File: src/rtl/axis_gate_ctrl.sv
// Capture-window gate for an AXI4-Stream path: drains input and blocks output until armed and triggered, then forwards cfg_length beats.
// Zero-latency combinational datapath; backpressure from m_axis passes through only in RUN, otherwise the input is always ready.
module axis_gate_ctrl #(
  parameter int AXIS_TDATA_WIDTH = 16,
  parameter int CNTR_WIDTH       = 32
) (
  input  logic                        aclk,
  input  logic                        aresetn,
  input  logic                        cfg_arm,
  input  logic [CNTR_WIDTH-1:0]       cfg_length,
  input  logic                        trigger,
  output logic [1:0]                  sts_state,
  output logic [CNTR_WIDTH-1:0]       sts_count,
  output logic                        done,
  input  logic [AXIS_TDATA_WIDTH-1:0] s_axis_tdata,
  input  logic                        s_axis_tvalid,
  output logic                        s_axis_tready,
  output logic [AXIS_TDATA_WIDTH-1:0] m_axis_tdata,
  output logic                        m_axis_tvalid,
  input  logic                        m_axis_tready
);

  typedef enum logic [1:0] {
    S_IDLE  = 2'd0,
    S_ARMED = 2'd1,
    S_RUN   = 2'd2,
    S_DONE  = 2'd3
  } state_t;

  state_t                state_q, state_d;
  logic [CNTR_WIDTH-1:0] count_q, count_d;
  logic [CNTR_WIDTH-1:0] len_q, len_d;
  logic                  trig_q, trig_d;
  logic                  done_q, done_d;

  logic                  run;
  logic                  trig_edge;
  logic                  hs;
  logic [CNTR_WIDTH-1:0] count_inc;

  // Gating depends only on registered state, so reset forces drain/block immediately.
  assign run           = (state_q == S_RUN);
  assign m_axis_tdata  = s_axis_tdata;
  assign m_axis_tvalid = run & s_axis_tvalid;
  assign s_axis_tready = run ? m_axis_tready : 1'b1;

  assign trig_edge = trigger & ~trig_q;
  assign hs        = s_axis_tvalid & m_axis_tready & run;
  assign count_inc = count_q + CNTR_WIDTH'(1);

  always_comb begin
    state_d = state_q;
    count_d = count_q;
    len_d   = len_q;
    trig_d  = trigger;
    case (state_q)
      S_IDLE: begin
        if (cfg_arm) begin
          state_d = S_ARMED;
          count_d = '0;
        end
      end
      S_ARMED: begin
        if (!cfg_arm) begin
          state_d = S_IDLE;
        end else if (trig_edge) begin
          len_d   = cfg_length;
          state_d = (cfg_length != '0) ? S_RUN : S_DONE;
        end
      end
      S_RUN: begin
        // A beat accepted in the abort cycle already left on m_axis, so it is counted.
        if (hs) count_d = count_inc;
        if (!cfg_arm) begin
          state_d = S_IDLE;
        end else if (hs && (count_inc == len_q)) begin
          state_d = S_DONE;
        end
      end
      S_DONE: begin
        if (!cfg_arm) state_d = S_IDLE;
      end
      default: state_d = S_IDLE;
    endcase
    done_d = (state_d == S_DONE);
  end

  always_ff @(posedge aclk or negedge aresetn) begin
    if (!aresetn) begin
      state_q <= S_IDLE;
      count_q <= '0;
      len_q   <= '0;
      trig_q  <= 1'b0;
      done_q  <= 1'b0;
    end else begin
      state_q <= state_d;
      count_q <= count_d;
      len_q   <= len_d;
      trig_q  <= trig_d;
      done_q  <= done_d;
    end
  end

  assign sts_state = state_q;
  assign sts_count = count_q;
  assign done      = done_q;

endmodule

File: config.mk
export PLATFORM = sky130hd
export DESIGN_NAME = axis_gate_ctrl
export DESIGN_NICKNAME = d
export VERILOG_FILES = /design/src/rtl/axis_gate_ctrl.sv
export SDC_FILE = /design/constraint.sdc
export NUM_CORES = 1
export LEC_CHECK = 0
export BUFFER_PORTS_ARGS = -buffer_cell sky130_fd_sc_hd__buf_2
export CORE_ASPECT_RATIO = 1.4
export CORE_MARGIN = 2
export CORE_UTILIZATION = 55
export DETAILED_ROUTE_END_ITERATION = 16
export GPL_ROUTABILITY_DRIVEN = 0
export GPL_TIMING_DRIVEN = 0
export PLACE_DENSITY = 0.78
export SLEW_MARGIN = 5
export SYNTH_ARGS = -nofsm -noshare
export SYNTH_HDL_FRONTEND = slang
export SYNTH_SLANG_ARGS = --single-unit
File: constraint.sdc
create_clock -name aclk -period 6.8 [get_ports aclk]
set_input_delay 0.68 -clock aclk [delete_from_list [all_inputs] [get_ports aclk]]
set_output_delay 0.68 -clock aclk [all_outputs]
set_load 0.1 [all_outputs]
# Word level (Yosys, flattened, before mapping)

Index checks and enable logic that the tools add are counted.

Add/sub/neg operators: 1
Eq/ne operators: 7
Mux-type cells: 12
Bitwise logic cells: 5
Reductions and logical operators: 6

Operators with widths:

| cell                                                                    | number |
|---|---|
| 32-bit 2-to-1 mux                                                       | 2 |
| 32-bit case mux with 2 select lines                                     | 1 |
| 32-bit by 1-bit adder with 32-bit output, second input constant         | 1 |
| 32-bit == test                                                          | 1 |
| 32-bit nonzero test                                                     | 1 |
| 2-bit 2-to-1 mux                                                        | 6 |
| 2-bit case mux with 4 select lines                                      | 1 |
| 2-bit == test, second input constant                                    | 3 |
| 3-bit AND reduction                                                     | 2 |
| 1-bit AND                                                               | 4 |
| 2-bit by 1-bit == test with 1-bit output, second input constant         | 1 |
| 2-bit zero test                                                         | 1 |
| 1-bit 2-to-1 mux                                                        | 2 |
| 2-bit by 1-bit inequality test with 1-bit output, second input constant | 1 |
| 2-bit inequality test, second input constant                            | 1 |
| 2-bit nonzero test                                                      | 1 |
| 1-bit logical AND                                                       | 1 |
| 1-bit inverter                                                          | 1 |

Register bits after elaboration: 68
Input port bits: 54
Output and inout bits: 53
Logic and storage cells: 36

# Depth between registers and ports, before layout

Gate-level depths: netlist of run 1.

Depth after elaboration: 7
Depth in mapped cells: 11
Mapped depth without buffers: 9

# Worst setup path after synthesis of run 1

Ideal clock, no wire load.

Kind: reg-to-reg
Start: register count_q[0], in the netlist sts_count[0]
End: register done_q, in the netlist done
Library setup time: 67 ps
Data arrival time: 3457 ps
Data required time: 6733 ps
Path slack: 3276 ps
Cell stages (with the launch flop): 11
Path buffers: 1
Period minus slack after synthesis: 3524 ps
Cells stage by stage: dfrtp_1 > ha_1 > clkbuf_2 > nand3_4 > or2_4 > or4_1 > xnor2_1 > nor4_1 > nand4_1 > nor4_2 > o22a_1

Word-level cells in the longest chain between the ends: 7

RTL lines:

| what                                     | RTL line | source |
|---|---|---|
| start, declared                          | 31       | `logic [CNTR_WIDTH-1:0] count_q, count_d;` |
| start signal, assigned                   | 97       | `count_q <= count_d;` |
| 32-bit by 1-bit adder with 32-bit output | 49       | `assign count_inc = count_q + CNTR_WIDTH'(1);` |
| 32-bit == test                           | 76       | `end else if (hs && (count_inc == len_q)) begin` |
| 1-bit logical AND                        | 76       |  |
| 2-bit 2-to-1 mux                         | 76       |  |
| 2-bit 2-to-1 mux                         | 74       | `if (!cfg_arm) begin` |
| 2-bit case mux with 4 select lines       | 56       | `case (state_q)` |
| 2-bit == test                            | 85       | `done_d = (state_d == S_DONE);` |
| via done_d                               | 34       | `logic done_q, done_d;` |
| end signal, assigned                     | 100      | `done_q <= done_d;` |
| end, declared                            | 34       |  |

The timed path passes the listed nets, and every way through them passes these cells.
A chain may end at the register's enable or synchronous reset.

# Worst setup path after layout of run 1

Same ends and word-level chain as after synthesis.

==> metrics.csv, run 1 <==
stage;metric;value;unit
placement;port_buffers;90;
pwr;powerDensity;223;mW/mm²
worst_setup_path;crit_type;reg -> reg;
final_layout;fin_area;0.00498;mm²
routing;ant_nets;0;
routing;wl_per_cell;18.6;µm
sta;fin_setup_tns;0;ns
synth;postSynth.asyncResetShare;100;%
synth;synthSimpleGateAreaFrac;20.8;%
routing;drt_iter0_drc;240;
worst_setup_path;cp.arrival;3.60;ns
clock_network;h-tree-depth;3;
floorplan;die_h;108;µm
sta;worst_slew_pin_slew;0.873;ns
worst_setup_path;cp.required;7.10;ns
final_layout;diodes;0;
hold_path;hp-class;in -> async;
synth;synth_top_family_by_area;simple AND/OR/NAND/NOR gates;
routing;drc_errors;0;
pwr;swShare;31.6;%
pwr;p_int;759;µW
pwr;clkPwrFrac;29.6;%
placement;dpl.hpwl;8810;µm
sta;fin_crit;3.31;ns
synth;synthMuxAreaShare;9.77;%
final_layout;nNetsFinal;597;
pwr;p_switching;352;µW
pwr;finalPower;1.11;mW
final_layout;final_cells;643;
synth;synth-xor-area-share;11.2;%
sta;hold_violations;0;
routing;wl_met2;6140;µm
placement;dpl.cell_count;628;
synth;synth_nets;496;
floorplan;start_util;57.0;%
sta;slew_headroom;41.8;%
clock_network;clockBufferDepth;2;
pwr;combinationalPowerShare;24.4;%
routing;wl_met1;4380;µm
sta;rsz0062_at_grt;false;
pwr;p_seq_share;46.0;%
synth;ys_seq_elements;68;
global_route;grt_first_pass_wirelength;19000;µm
worst_setup_path;critPathSlowestCell;or4_1;
sta;max_freq;302;MHz
sta;layout_setup_ws;3.49;ns
sta;whs;0.406;ns
worst_setup_path;slowest_delay;0.60;ns
worst_setup_path;cp_max_fo;9;
synth;ys_types;50;
floorplan;std_cell_rows;37;
synth;synth.top_cells.by_area;dfrtp_1, mux2_2, xnor2_1, o21ai_0, xor2_1;
synth;synth.most_common_cell;dfrtp_1;
status;status;finished clean;
floorplan;die_area;0.00841;mm²
routing;dr.pass1.iters;5;
pwr;ir_drop;0.210;mV
synth;synth_common_cells;dfrtp_1, o21ai_0, nand2_1;
synth;netlist_area;0.00423;mm²
synth;synth_compound_area_share;11.9;%
global_route;grt_pass1_vias;3847;
synth;syn_inst;441;
clock_network;cts_tree;done;
clock_network;insertion_delay;0.37;ns
synth;yosysWarnings;0;
clock_network;post-cts-setup-buffers;0;
synth;synthFlopType;dfrtp_1;
run;cap_violations;0;
synth;synth_edf_count;0;
clock_network;cts_buffers;9;
clock_network;ctsResizeCount;0;
sta;setup_viol;0;
global_route;overflow;0;
worst_setup_path;critPathLaunch;sts_count[0];
floorplan;core_area;0.00741;mm²
global_route;grt_antenna_before_repair;0;
worst_setup_path;r2r-start;sts_count[0];
global_route;grtUsageTotal;29.5;%
routing;vias;3898;
sta;slew_viol_final;0;
worst_setup_path;start_kind;register;
synth;yosys.area.top_type;dfrtp_1;
synth;synth_top_area_share;40.3;%
pwr;cellLeakagePower;2.30;nW
sta;skew;0.0116;ns
worst_setup_path;crit_path_end_kind;register;
routing;met3WireLength;751;µm
sta;period_share;48.6;%
placement;place_ws;3.57;ns
floorplan;io_pins;107;
routing;top_layer;met4;
final_layout;syn_to_final_growth;17.9;%
synth;synth_adder_area_share;0.296;%
clock_network;cts.sinks;68;
placement;postPlaceCellArea;0.00480;mm²
clock_network;clk_pin_slew_worst_paths;0.07;ns
clock_network;hold_buffers;0;
routing;wirelength;12000;µm
worst_setup_path;path_cells;ha_1 -> clkbuf_2 -> nand3_4 -> or2_4 -> or4_1 -> xnor2_1 -> nor4_1 -> nand4_1 -> nor4_2 -> o22a_1;
global_route;grt_max_degree;69;
synth;syn_area_per_cell;9.58;µm²
synth;yosysSeqAreaShare;40.3;%
floorplan;die_w;78.1;µm
routing;viasPerCell;6.06;
final_layout;finish.utilization;67.3;%
clock_network;clock-root-buffer;clkbuf_8;
final_layout;drive_gt1_share;31.7;%
==> state kept, by name (all words and copies together) (netlist names) <==
name       cells
len_q         32
trig_q         1
sts_count     32
done           1
sts_state      2
==> critical path, delay by kind of cell, from the launching register on <==
| kind | cells | cell delay [ns] |
|---|---|---|
| flip-flops | 1 | 0.54 |
| AND/OR/NAND/NOR | 6 | 1.97 |
| adder cells (fa/ha/maj) | 1 | 0.20 |
| buffers and inverters | 1 | 0.20 |
| AO/OA/AOI/OAI | 1 | 0.18 |
| XOR/XNOR | 1 | 0.16 |
==> power groups by stage <==
stage	logic, mW	clock network, mW	registers, mW
6_report	0.271	0.329	0.511
5_1_grt	0.293	0.353	0.516
4_1_cts	0.271	0.333	0.510
3_5_place_dp	0.270	0	0.517
3_3_place_gp	0.262	0	0.514
2_1_floorplan	0.202	0	0.509
==> cell type report <==
type	count	area [µm²]
buffer	39	223
clock buffer	13	149
clock inverter	2	35.0
fill	650	2420
inverter	5	18.8
multi-input combinational	329	2280
sequential	68	1700
tap	97	121
timing repair buffer	90	453
==> layout by cell type, fill, tap and decap left out, types with 9 or more instances in the layout <==
cell      netlist  routed
nor4_1         13      13
xnor2_1        33      33
buf_4          18      19
xor2_1         21      21
nand4_1        10      10
buf_2           6      95
dfrtp_1        68      68
nand3_1        17      17
nor2_1         28      28
o31ai_1         9       9
clkbuf_8        0      10
mux2_2         34      34
a21oi_1        12      12
clkbuf_1       10      13
nand2_1        40      40
o21ai_0        42      42
==> cells by family after synthesis <==
logic type | after synthesis
adders and majority gates | 1
and+or+nand+nor | 153
xor gates and xnor gates | 54
AOI/OAI and AO/OA | 84
muxes | 37
DFF | 68
buffers and inverters | 44
==> layer usage <==
layer	track usage [%]	vias to the layer above
li1	-	1765
met1	32.8	1855
met2	50.8	216
met3	5.37	62
met4	20.2	0
met5	0	-
==> worst paths after layout <==
kind | endpoint | slack, ns | cells past startpoint
min reg2reg | len_q[23] | 0.53 | 1
min | sts_count[3] | 0.41 | 1
min in group aclk | trig_q | 0.44 | 1
max in group asynchronous | done | 5.79 | 1
max reg2reg | done | 3.49 | 10
max | done | 3.49 | 10
Note: power is estimated with default switching activity, not from simulation.
==> run 2, diff against run 1 <==
--- a/config.mk
+++ b/config.mk
@@ -8,11 +8,11 @@
 export BUFFER_PORTS_ARGS = -buffer_cell sky130_fd_sc_hd__buf_2
 export CORE_ASPECT_RATIO = 1.4
 export CORE_MARGIN = 2
-export CORE_UTILIZATION = 55
+export CORE_UTILIZATION = 54
 export DETAILED_ROUTE_END_ITERATION = 16
 export GPL_ROUTABILITY_DRIVEN = 0
 export GPL_TIMING_DRIVEN = 0
-export PLACE_DENSITY = 0.78
+export PLACE_DENSITY = 0.77
 export SLEW_MARGIN = 5
 export SYNTH_ARGS = -nofsm -noshare
 export SYNTH_HDL_FRONTEND = slang
==> constraint.sdc (replaced) <==
create_clock -name aclk -period 3.2 [get_ports aclk]
set_input_delay 0.32 -clock aclk [delete_from_list [all_inputs] [get_ports aclk]]
set_output_delay 0.32 -clock aclk [all_outputs]
set_load 0.1 [all_outputs]
==> metrics.csv, run 2 (synthesis gave the netlist of run 1 again) <==
stage;metric;value;unit;change
worst_setup_path;crit_path_end_kind;register;;
global_route;grtUsageTotal;27.9;%;-1.6 points
clock_network;clockBufferDepth;2;;unchanged
status;status;finished clean;;
worst_setup_path;crit_type;reg -> reg;;
clock_network;cts_tree;done;;
sta;skew;0.0114;ns;-0.000248 ns
clock_network;h-tree-depth;3;;unchanged
sta;layout_setup_ws;0.185;ns;-3.31 ns
final_layout;nNetsFinal;600;;+0.50%
clock_network;insertion_delay;0.36;ns;about the same
placement;place_ws;0.0415;ns;-3.53 ns
worst_setup_path;critPathSlowestCell;or4_1;;
floorplan;die_h;109;µm;+0.89%
global_route;use_met1;32.1;%;-0.75 points
global_route;gr-usage-met3;5.71;%;+0.34 points
placement;postPlaceCellArea;0.00481;mm²;+0.23%
global_route;grt_first_pass_wirelength;18000;µm;-5.2%
pwr;powerDensity;492;mW/mm²;+120%
sta;setup_viol;0;;unchanged
floorplan;start_util;55.2;%;-1.8 points
global_route;overflow;0;;unchanged
pwr;ir_drop;0.410;mV;+96%
hold_path;hp-class;in -> async;;
floorplan;die_w;78.8;µm;+0.88%
routing;wirelength;11400;µm;-4.8%
clock_network;cts.sinks;68;;unchanged
placement;dpl.cell_count;631;;+0.48%
routing;dr.pass1.iters;5;;unchanged
worst_setup_path;cp.arrival;3.31;ns;-0.29 ns
final_layout;finish.utilization;66.5;%;-0.80 points
final_layout;fin_area;0.00509;mm²;+2.1%
floorplan;die_area;0.00856;mm²;+1.8%
global_route;grt_max_degree;69;;unchanged
routing;wl_per_cell;17.5;µm;-5.9%
global_route;met2_usage;47.3;%;-3.5 points
pwr;cellLeakagePower;2.34;nW;+2.0%
sta;slew_headroom;41.9;%;about the same
sta;worst_slew_pin_slew;0.872;ns;-0.000627 ns
global_route;grt_antenna_before_repair;0;;unchanged
worst_setup_path;cp.required;3.49;ns;-3.61 ns
sta;fin_setup_tns;0;ns;unchanged
routing;viasPerCell;5.92;;-2.3%
worst_setup_path;start_kind;register;;
worst_setup_path;cp_max_fo;7;;-2
final_layout;diodes;0;;unchanged
pwr;finalPower;2.50;mW;+130%
sta;period_share;94.2;%;+46 points
worst_setup_path;slowest_delay;0.59;ns;about the same
sta;slew_viol_final;0;;unchanged
placement;dpl.hpwl;8280;µm;-6.1%
sta;fin_crit;3.02;ns;-0.293 ns
final_layout;layout_common_cells;buf_2, dfrtp_1, o21ai_0;;
floorplan;std_cell_rows;38;;+2.7%
routing;ant_nets;0;;unchanged
final_layout;syn_to_final_growth;20.4;%;
sta;max_freq;332;MHz;+9.7%
final_layout;drive_gt1_share;34.0;%;+2.3 points
routing;vias;3850;;-1.2%
final_layout;final_cells;650;;+1.1%
routing;drt_iter0_drc;252;;+5.0%
global_route;busiest_layer;met2;;
floorplan;io_pins;107;;unchanged
floorplan;core_area;0.00765;mm²;+3.3%
global_route;grt_pass1_vias;3801;;-1.2%
final_layout;final_common_cell;buf_2;;
worst_setup_path;path_cells;ha_1 -> clkbuf_2 -> nand3_4 -> or2_4 -> or4_1 -> xnor2_1 -> nor4_2 -> nand4_1 -> nor4_4 -> o22a_1;;
clock_network;clock-root-buffer;clkbuf_8;;
run;cap_violations;0;;unchanged
clock_network;cts_buffers;9;;unchanged
routing;drc_errors;0;;unchanged
sta;whs;0.0740;ns;-0.332 ns
final_layout;fill_cells;629;;-3.2%
placement;port_buffers;90;;unchanged
sta;hold_violations;0;;unchanged
clock_network;clk_pin_slew_worst_paths;0.08;ns;about the same
## run 2: cell types whose count changed in the layout (fill, tap and decap cells not counted)
cell / before / now
buf_4: 19 / 22
bufinv_16: 1 / 2
clkbuf_1: 13 / 10
clkbuf_8: 10 / 12
clkinv_2: 1 / 2
dfrtp_1: 68 / 62
dfrtp_2: 0 / 6
nor2_2: 1 / 0
nor2_4: 0 / 1
nor4_1: 13 / 12
nor4_4: 2 / 3
## run 2: final cells by class
class / count / area (µm²) / share of cell area, %
clock inverters: 4 / 70.1 / 1.38
multi-input cells: 329 / 2300 / 45.2
plain buffers: 39 / 223 / 4.38
flip-flops and latches: 68 / 1710 / 33.6
clock buffers: 12 / 165 / 3.25
inverters: 5 / 18.8 / 0.369
repair buffers: 93 / 475 / 9.34
well taps: 100 / 125 / 2.46
## run 2: report_power, final
| part | leakage [nW] | internal (mW) | total (mW) | switching, mW |
|---|---|---|---|---|
| registers | 0.875 | 0.975 | 1.08 | 0.103 |
| clock network | 0.122 | 0.500 | 0.840 | 0.340 |
| logic | 1.35 | 0.265 | 0.584 | 0.319 |
## run 2: final timing paths
check	start	end	slack, ns	cells past startpoint
worst min register to register	len_q[18]	len_q[18]	0.53	1
min in group aclk	trigger	trig_q	0.09	1
worst max register to register	sts_count[0]	done	0.18	10
max in group asynchronous	aresetn	sts_count[7]	2.50	1
worst max-delay path	sts_count[0]	done	0.18	10
worst min-delay path	aresetn	len_q[28]	0.07	1
## run 2: what timing repair did
action                     4_1_cts  5_1_grt
setup buffers                    0        3
hold buffers                     0        0
setup endpoints to repair        0        2
hold endpoints to repair         0        0
gates resized for setup          0        3
## run 2: per-layer routing
layer | routed length (µm) | vias up | share of wire [%]
met2 | 5850 | 195 | 51
met4 | 473 | 0 | 4.2
li1 | - | 1782 | -
met1 | 4240 | 1835 | 37
met3 | 833 | 38 | 7.3
met5 | 0 | - | 0
## run 2: worst max-delay path, delay by kind of cell, from the launching register on
kind	cells	cell delay, ns
compound gates	1	0.18
xor+xnor	1	0.21
fa+ha+maj	1	0.14
buf+inv	1	0.20
flops	1	0.39
simple gates	6	1.82
